[config.mk]
export PLATFORM = sky130hd
export DESIGN_NAME = ir_decoder
export DESIGN_NICKNAME = d
export VERILOG_FILES = /design/src/rtl/ir_decoder.sv
export SDC_FILE = /design/constraint.sdc
export NUM_CORES = 1
export LEC_CHECK = 0
export CAP_MARGIN = 20
export CORE_MARGIN = 2
export CORE_UTILIZATION = 32
export CTS_CLUSTER_SIZE = 30
export DETAILED_ROUTE_END_ITERATION = 6
export PLACE_DENSITY = 0.49
export RECOVER_POWER = 25
export SKIP_LAST_GASP = 1
export SLEW_MARGIN = 20
export SYNTH_ARGS = -nofsm -noshare
export SYNTH_HDL_FRONTEND = slang
export SYNTH_SLANG_ARGS = --single-unit
[constraint.sdc]
create_clock -name clk -period 2.92 [get_ports clk]
set_input_delay 0.292 -clock clk [delete_from_list [all_inputs] [get_ports clk]]
set_output_delay 0.292 -clock clk [all_outputs]
set_load 0.03 [all_outputs]
[src/rtl/ir_decoder.sv]
// ir_decoder
//   Receiver for the 36 kHz pulse-distance IR link. The raw photodiode line
//   is synchronised, the carrier is stripped by a retriggerable envelope
//   counter, and the envelope's mark/space durations are timed in clk cycles.
//   A frame is a start mark, a start space, then 32 data bits sent LSB first.
//   Each data bit is a mark followed by a space whose length carries the bit.
//   The 33rd mark terminates the last space.
//
// Ports
//   clk       system clock (25 MHz nominal)
//   rst       asynchronous, active-high reset
//   ir_input  raw modulated IR line, asynchronous to clk
//   data      decoded command word; bit 0 is the first bit received
//   valid     data holds an unconsumed word
//   ready     consumer accepts data
//   err       one-cycle pulse: frame aborted on a timing violation
//   overrun   one-cycle pulse: completed frame dropped, previous word unread
//   busy      high while the receiver is not idle
//
// Output handshake: a word moves on any cycle where valid && ready are both
// high. data and valid stay stable while valid && !ready. valid drops on the
// cycle after an accept unless a new word is published on the accepting
// cycle, in which case the new word replaces it and valid stays high.
module ir_decoder #(
  parameter int ENV_HOLD    = 1024,
  parameter int START_MIN   = 90000,
  parameter int START_MAX   = 135000,
  parameter int MARK_MIN    = 9000,
  parameter int MARK_MAX    = 20000,
  parameter int SPACE_MIN   = 9000,
  parameter int SPACE_SPLIT = 27000,
  parameter int SPACE_MAX   = 55000,
  parameter int CNT_W       = 18
) (
  input  logic        clk,
  input  logic        rst,
  input  logic        ir_input,
  output logic [31:0] data,
  output logic        valid,
  input  logic        ready,
  output logic        err,
  output logic        overrun,
  output logic        busy
);

  localparam int ENV_W = $clog2(ENV_HOLD + 1);
  localparam logic [ENV_W-1:0] ENV_LOAD = ENV_W'(ENV_HOLD);
  localparam logic [ENV_W-1:0] ENV_ONE  = ENV_W'(1);
  localparam logic [ENV_W-1:0] ENV_ZERO = '0;

  localparam logic [CNT_W-1:0] DUR_ONE     = CNT_W'(1);
  localparam logic [CNT_W-1:0] DUR_SAT     = '1;
  localparam logic [CNT_W-1:0] T_START_MIN = CNT_W'(START_MIN);
  localparam logic [CNT_W-1:0] T_START_MAX = CNT_W'(START_MAX);
  localparam logic [CNT_W-1:0] T_MARK_MIN  = CNT_W'(MARK_MIN);
  localparam logic [CNT_W-1:0] T_MARK_MAX  = CNT_W'(MARK_MAX);
  localparam logic [CNT_W-1:0] T_SPACE_MIN = CNT_W'(SPACE_MIN);
  localparam logic [CNT_W-1:0] T_SPLIT     = CNT_W'(SPACE_SPLIT);
  localparam logic [CNT_W-1:0] T_SPACE_MAX = CNT_W'(SPACE_MAX);

  typedef enum logic [2:0] {
    IDLE,
    START_MARK,
    START_SPACE,
    BIT_MARK,
    BIT_SPACE,
    TRAIL
  } state_t;

  state_t           state;
  logic             sync1;
  logic             sync_in;
  logic [ENV_W-1:0] env_cnt;
  logic             env;
  logic             env_d;
  logic             env_rise;
  logic             env_fall;
  logic [CNT_W-1:0] dur;
  logic [4:0]       bit_cnt;
  logic [31:0]      shreg;
  logic             space_bit;
  logic [31:0]      next_word;

  function automatic logic in_rng(input logic [CNT_W-1:0] v,
                                  input logic [CNT_W-1:0] lo,
                                  input logic [CNT_W-1:0] hi);
    return (v >= lo) && (v <= hi);
  endfunction

  assign env       = (env_cnt != ENV_ZERO);
  assign env_rise  = env & ~env_d;
  assign env_fall  = ~env & env_d;
  // Classification uses dur on the edge cycle, i.e. the full length of the
  // phase that just ended.
  assign space_bit = (dur > T_SPLIT);
  assign next_word = {space_bit, shreg[31:1]};
  assign busy      = (state != IDLE);

  // Front end: synchroniser, envelope hold counter, edge history, and the
  // phase-duration counter that restarts at 1 on every envelope edge.
  always_ff @(posedge clk or posedge rst) begin
    if (rst) begin
      sync1   <= 1'b0;
      sync_in <= 1'b0;
      env_cnt <= ENV_ZERO;
      env_d   <= 1'b0;
      dur     <= '0;
    end else begin
      sync1   <= ir_input;
      sync_in <= sync1;
      if (sync_in) begin
        env_cnt <= ENV_LOAD;
      end else if (env_cnt != ENV_ZERO) begin
        env_cnt <= env_cnt - ENV_ONE;
      end
      env_d <= env;
      if (env_rise || env_fall) begin
        dur <= DUR_ONE;
      end else if (dur != DUR_SAT) begin
        dur <= dur + DUR_ONE;
      end
    end
  end

  // Frame state machine and output registers.
  always_ff @(posedge clk or posedge rst) begin
    if (rst) begin
      state   <= IDLE;
      bit_cnt <= 5'd0;
      shreg   <= 32'd0;
      data    <= 32'd0;
      valid   <= 1'b0;
      err     <= 1'b0;
      overrun <= 1'b0;
    end else begin
      err     <= 1'b0;
      overrun <= 1'b0;
      if (valid && ready) begin
        valid <= 1'b0;
      end
      case (state)
        IDLE: begin
          if (env_rise) state <= START_MARK;
        end
        START_MARK: begin
          if (env_fall) begin
            if (in_rng(dur, T_START_MIN, T_START_MAX)) begin
              state <= START_SPACE;
            end else begin
              err   <= 1'b1;
              state <= IDLE;
            end
          end else if (dur > T_START_MAX) begin
            // Still inside an over-long mark: wait for the line to go quiet.
            err   <= 1'b1;
            state <= TRAIL;
          end
        end
        START_SPACE: begin
          if (env_rise) begin
            if (in_rng(dur, T_START_MIN, T_START_MAX)) begin
              state   <= BIT_MARK;
              bit_cnt <= 5'd0;
            end else begin
              err   <= 1'b1;
              state <= IDLE;
            end
          end else if (dur > T_START_MAX) begin
            err   <= 1'b1;
            state <= IDLE;
          end
        end
        BIT_MARK: begin
          if (env_fall) begin
            if (in_rng(dur, T_MARK_MIN, T_MARK_MAX)) begin
              state <= BIT_SPACE;
            end else begin
              err   <= 1'b1;
              state <= TRAIL;
            end
          end else if (dur > T_MARK_MAX) begin
            err   <= 1'b1;
            state <= TRAIL;
          end
        end
        BIT_SPACE: begin
          if (env_rise) begin
            if (in_rng(dur, T_SPACE_MIN, T_SPACE_MAX)) begin
              shreg   <= next_word;
              bit_cnt <= bit_cnt + 5'd1;
              if (bit_cnt == 5'd31) begin
                // This rise is the stop mark; TRAIL swallows it.
                state <= TRAIL;
                if (!valid || ready) begin
                  data  <= next_word;
                  valid <= 1'b1;
                end else begin
                  overrun <= 1'b1;
                end
              end else begin
                state <= BIT_MARK;
              end
            end else begin
              err   <= 1'b1;
              state <= IDLE;
            end
          end else if (dur > T_SPACE_MAX) begin
            err   <= 1'b1;
            state <= IDLE;
          end
        end
        TRAIL: begin
          if (!env && (dur >= T_SPACE_MAX)) state <= IDLE;
        end
        default: state <= IDLE;
      endcase
    end
  end

endmodule

==> metrics.yaml, run 1 <==
clock_tree:
  cts_buffers: 9
  tritoncts: "built"
  htree_levels: 3
  cts-hold-fix-buffers: 0
  path_clk_slew_ps: 80
  worstSkewPairLatency_ps: 360
  cts_sinks: 106
  clock_path_buffers: 2
  root_buffer: "clkbuf_16"
timing:
  skew_ps: 10.40
  grt_setup_unrepaired: "true"
  period_share_pct: 98.23
  relSlewSlack_pct: 18.24
  finalHoldViolCount: 0
  drv_slew: 0
  finalSetupViolCount: 0
  tightest_slew_ps: 1226
  fin_tns_setup_ps: 0
  setup_slack_ps: 51.82
  fin_crit_ps: 2868
  fmax_mhz: 348.7
  hold_ws_ps: 359.0
synthesis:
  synth_edf_count: 0
  seq_area_frac_synth_pct: 51.29
  synth.area.top_cells: "dfrtp_1, mux2_4, mux2_2"
  synth_warnings: 0
  synth_top_area_share_pct: 51.29
  synthFlopType: "dfrtp_1"
  synth_fp_nets: 449
  syn_area_um2: 5171
  synth_seq_cells: 106
  synthArstFlopShare_pct: 100.0
  synth_common_cells: "dfrtp_1, mux2_2, mux2_4, nor2_1, nand2_1"
  yosysTopAreaCell: "dfrtp_1"
  synthCells: 438
  ys_types: 59
  syn_avg_cell_area_um2: 11.81
  synthMostInstantiatedCell: "dfrtp_1"
power_and_ir_drop:
  total_power_w: 0.003952
  leakagePower_nw: 2.875
  p_per_area_nw_per_um2: 620.3
  ir_drop_mv: 0.3316
global_routing:
  grt_start_max_net_pins: 50
  grt_pass1_wl_um: 18130
  antenna_found_initial: 0
  grt_pass1_vias: 3559
  grt_usage_pct: 12.90
  overflow: 0
placement:
  pre_cts_ws_ps: 40.97
  place_inst: 704
  gp_congestion: 0.8473
  hpwl_um: 7287
  io_buffer_count: 39
worst_setup_path:
  critPathKind: "reg -> reg"
  crit_end: "bit_cnt[3]$_DFFE_PP0P_"
  crit_top_cell: "or4_4"
  crit_fanout: 5
  critPathBufInv: 1
  rrSetupSlack_ps: 50
  r2r-start: "dur[9]$_DFFE_PP0P_"
  cp-start-kind: "flip-flop"
  arrival_ps: 3160
  reg2reg_depth: 7
  end_kind: "flip-flop"
  slowest_delay_ps: 660
  critPathTopFamily: "simple AND/OR/NAND/NOR gates"
  crit_cells: 7
  critPathSlowestCell: "or4_2"
  crit_start: "dur[9]$_DFFE_PP0P_"
  timing.rr.end: "bit_cnt[3]$_DFFE_PP0P_"
  cp.required_ps: 3210
  path_cells: "nand2_2 -> or4_4 -> or4_4 -> a2111o_1 -> buf_4 -> or4_2 -> a21oi_2"
route:
  routedWlPerCell_um: 14.77
  via_per_inst: 4.893
  wl_um: 10680
  drt-pass1-iter-count: 4
  drt-initial-drc-count: 181
  vias: 3538
  ant_nets: 0
  drcViolationCount: 0
floorplan:
  die-area_um2: 17190
  chipWidth_um: 131.1
  die_h_um: 131.1
  pin_count: 40
  start_util_pct: 32.67
  core_um2: 15830
  row_count: 46
hold_path:
  hold_class: "reg -> reg"
finish:
  area_growth_pct: 23.20
  layout-drive-gt1-share_pct: 28.21
  antenna_cells: 0
  layout.cells.non_filler: 723
  final_nets: 513
status:
  outcome: "finished clean"
flow_run:
  max_cap_violations: 0
==> sequential cells by signal, summed over array words and instances (netlist names) <==
name     cells
env_cnt     11
env_d        1
valid        1
data        32
err          1
sync1        1
overrun      1
shreg       31
state        3
bit_cnt      5
dur         18
sync_in      1
==> metal layers <==
| layer | wire length [um] | share of wire [%] | GRT usage [%] | vias to the layer above |
|---|---|---|---|---|
| li1 | - | - | - | 1696 |
| met1 | 5087 | 48 | 16.98 | 1763 |
| met2 | 5139 | 48 | 21.14 | 71 |
| met3 | 381 | 3.6 | 3.395 | 8 |
| met4 | 72 | 0.67 | 3.442 | 0 |
| met5 | 0 | 0 | 0 | - |
==> how the worst min path moves through the flow <==
stage / from / endpoint / slack [ps] / depth (start not counted)
after global routing: sync1$_DFF_PP0_ / sync_in$_DFF_PP0_ / 380 / 0
final: sync1$_DFF_PP0_ / sync_in$_DFF_PP0_ / 360 / 0
after detailed placement: sync1$_DFF_PP0_ / sync_in$_DFF_PP0_ / 350 / 0
after CTS: rst / shreg[20]$_DFFE_PP0P_ / 270 / 2
after floorplan: ir_input / sync1$_DFF_PP0_ / 320 / 0
after global placement: sync1$_DFF_PP0_ / sync_in$_DFF_PP0_ / 330 / 0
==> power breakdown <==
part	switching [W]	internal (W)
combinational	0.000531	0.000453
clock	0.000629	0.000614
sequential	0.000129	0.00160
total	0.00129	0.00266
==> area by class of cell <==
type / instances / area (um2)
fill: 1549 / 9457
multi-input combinational: 293 / 2361
inverter: 13 / 50.05
clock inverter: 7 / 77.57
tap: 216 / 270.3
sequential: 106 / 2653
timing repair buffer: 79 / 734.5
clock buffer: 9 / 225.2
==> metrics by stage <==
stage | util [%] | cell area [um2]
after global placement | 38.06 | 6023
final | 40.25 | 6371
after CTS | 39.97 | 6326
after detailed placement | 38.06 | 6023
after global routing | 40.25 | 6371
after floorplan | - | 5189
==> cells by family after synthesis <==
kind of cell               count (synthesis)  synth area share (%)
AOI/OAI and AO/OA                         57                 7.670
and+or+nand+nor                          143                 15.92
adders and majority gates                  7                 1.694
DFF                                      106                 51.29
buffers and inverters                     39                 3.557
muxes                                     65                 16.31
xor gates and xnor gates                  21                 3.557
==> placed cells by master (no fill, tap or decap), types with 6 or more instances in the layout <==
cell type / instances
mux2_2: 34
nor3_1: 10
xor2_1: 6
nand2_1: 21
clkbuf_16: 10
a21oi_1: 12
nand4_1: 8
nor2_1: 23
o21ai_0: 8
buf_4: 33
nand3_1: 13
mux2_4: 30
dfrtp_1: 106
inv_1: 12
xnor2_1: 15
clkdlybuf4s50_1: 37
ha_1: 6
and2_1: 14
==> repair_timing <==
item                       CTS  global route
buffers inserted             0             1
setup endpoints to repair    0            67
gates resized for setup      0             9
No activity file was read; power rests on OpenSTA's default activity.
==> run 2, diff against run 1 <==
Settings changed: PLACE_DENSITY 0.49 to 0.47.
Clock period 2.92 ns to 3.2 ns, I/O delays scaled along.
==> run 2 against run 1 <==
The flow now finishes with violations (capacitance limit, slew limit). Clock power decreased by 13%. Count of clock-buffer cells in the layout up 1. Register-to-register slack better by 90 ps. Non-clock buffer count fell by 14. Critical path depth stayed put. Worst hold slack lost 7.5 ps. Die area did not move. Setup slack improved by 91 ps. Sequential power is 7% lower. Clock skew is essentially flat. Final area fell by 2.6%.
==> metrics.yaml, run 2 (synthesized netlist as in run 1, its figures left out) <==
finish:
  multi_input_area_um2: 2335
  largest_reg_flops: 32
  regMostFlops: "data"
  fillers: 1517
  antenna_cells: 0
  reg.largest.list: "data (32), shreg (31), dur (18)"
  final_common_cell: "dfrtp_1"
  layout-drive-gt1-share_pct: 25.15
  final_nets: 499
  area_growth_pct: 19.96
  final_cell_mix: "dfrtp_1, clkdlybuf4s50_1, mux2_2"
  regArea_um2: 2653
worst_setup_path:
  path_cells: "nand2_2 -> or4_4 -> or4_4 -> a2111o_1 -> nor4b_4 -> buf_12 -> mux2_2"
  critPathBufInv: 1
  crit_top_cell: "or4_4"
  crit_fanout: 32
  end_kind: "flip-flop"
  critPathKind: "reg -> reg"
  critPathSlowestCell: "or4_4"
  critPathTopFamily: "simple AND/OR/NAND/NOR gates"
  cp-start-kind: "flip-flop"
  slowest_delay_ps: 520
  cp.required_ps: 3440
  rrSetupSlack_ps: 140
  arrival_ps: 3300
status:
  outcome: "finished with violations"
  violations: "capacitance limit, slew limit"
timing:
  period_share_pct: 95.54
  finalSetupViolCount: 0
  relSlewSlack_pct: -12.27
  fmax_mhz: 327.1
  grt_setup_unrepaired: "false"
  hold_ws_ps: 351.5
  skew_ps: 10.50
  drv_slew: 41
  fin_crit_ps: 3057
  fin_tns_setup_ps: 0
  tightest_slew_ps: 1675
  finalHoldViolCount: 0
route:
  drt-met1-wl_um: 4985
  ant_nets: 0
  routedWlPerCell_um: 14.64
  via_per_inst: 4.849
  drt-pass1-iter-count: 4
  topRoutingLayerUsed: "met4"
  met3_length_um: 366
  drt-initial-drc-count: 187
  met2WireLength_um: 4876
  wl_um: 10380
  drcViolationCount: 0
  vias: 3438
power_and_ir_drop:
  p_per_area_nw_per_um2: 563.3
  ir_drop_mv: 0.4021
  leakagePower_nw: 2.793
global_routing:
  grt_pass1_vias: 3458
  grt_start_max_net_pins: 45
  grt_usage_pct: 12.69
  antenna_found_initial: 0
  grt_pass1_wl_um: 17650
  overflow: 0
floorplan:
  row_count: 46
  die_h_um: 131.1
  start_util_pct: 32.67
  die-area_um2: 17190
  core_um2: 15830
  chipWidth_um: 131.1
  pin_count: 40
clock_tree:
  cts-hold-fix-buffers: 0
  tritoncts: "built"
  clock_path_buffers: 2
  cts_sinks: 106
  cts_setup_buffers: 0
  cts_buffers: 9
  path_clk_slew_ps: 80
  htree_levels: 3
  ctsResizeCount: 0
  worstSkewPairLatency_ps: 350
  root_buffer: "clkbuf_16"
placement:
  gp_congestion: 0.8211
  hpwl_um: 7182
  io_buffer_count: 39
flow_run:
  max_cap_violations: 1
hold_path:
  hold_class: "reg -> reg"
## run 2: changes by cell type in the layout (fill, tap and decap cells not counted), sizes merged
cell    delta
clkinv     +1
clkbuf     -1
inv        -2
buf       -12
## run 2: routing by layer
| layer | GRT usage [%] | vias to the layer above |
|---|---|---|
| met5 | 0 | - |
| met4 | 3.986 | 0 |
| met3 | 3.549 | 10 |
| met2 | 20.26 | 59 |
| met1 | 16.78 | 1698 |
| li1 | - | 1671 |
## run 2: final cells by class
class                           count  area share, %
Sequential cell                   106          42.76
Multi-Input combinational cell    293          37.64
Timing Repair Buffer               65          9.802
Tap cell                          216          4.357
Clock buffer                       10          3.691
Clock inverter                      6         0.9480
Inverter                           13         0.8068
## run 2: through the flow
| stage | setup slack, ps | total power (W) | utilization, % | cells | instance area, um2 |
|---|---|---|---|---|---|
| 6_report | 142.8 | 0.003494 | 39.19 | 709 | 6203 |
| 3_5_place_dp | 128.9 | 0.002448 | 37.48 | 693 | 5932 |
| 5_1_grt | 17.20 | 0.003729 | 39.19 | 709 | 6203 |
| 2_1_floorplan | 54.59 | 0.002210 | - | 438 | 5171 |
| 4_1_cts | 115.5 | 0.003557 | 39.30 | 709 | 6220 |
| 3_3_place_gp | 169.5 | 0.002435 | 37.48 | 693 | 5932 |
## run 2: worst reg2reg max path, stage by stage (launching register included)
cell      delay [ps]
dfrtp_1          370
nand2_2           70
or4_4            510
or4_4            520
a2111o_1         480
nor4b_4          340
buf_12           290
mux2_2           380
## run 2: worst paths after layout
| check | start | depth (start not counted) | end |
|---|---|---|---|
| worst max-delay path | dur[9]$_DFFE_PP0P_ | 7 | data[30]$_DFFE_PP0P_ |
| worst min-delay path | sync1$_DFF_PP0_ | 0 | sync_in$_DFF_PP0_ |
| worst max register to register | dur[9]$_DFFE_PP0P_ | 7 | data[30]$_DFFE_PP0P_ |
| worst min register to register | sync1$_DFF_PP0_ | 0 | sync_in$_DFF_PP0_ |
| max in group asynchronous | rst | 3 | dur[15]$_DFFE_PP0P_ |
| min in group asynchronous | rst | 2 | data[22]$_DFFE_PP0P_ |
## run 2: power by group
| group | internal, W | switching (W) |
|---|---|---|
| clock | 0.000545 | 0.000532 |
| combinational | 0.000377 | 0.000439 |
| sequential | 0.00146 | 0.000144 |
| total | 0.00238 | 0.00112 |
==> run 3, diff against run 2 <==
Settings changed: CAP_MARGIN 20 to default.
==> results of run 3 <==
Final layout, timing and power as in run 2 (identical DEF).
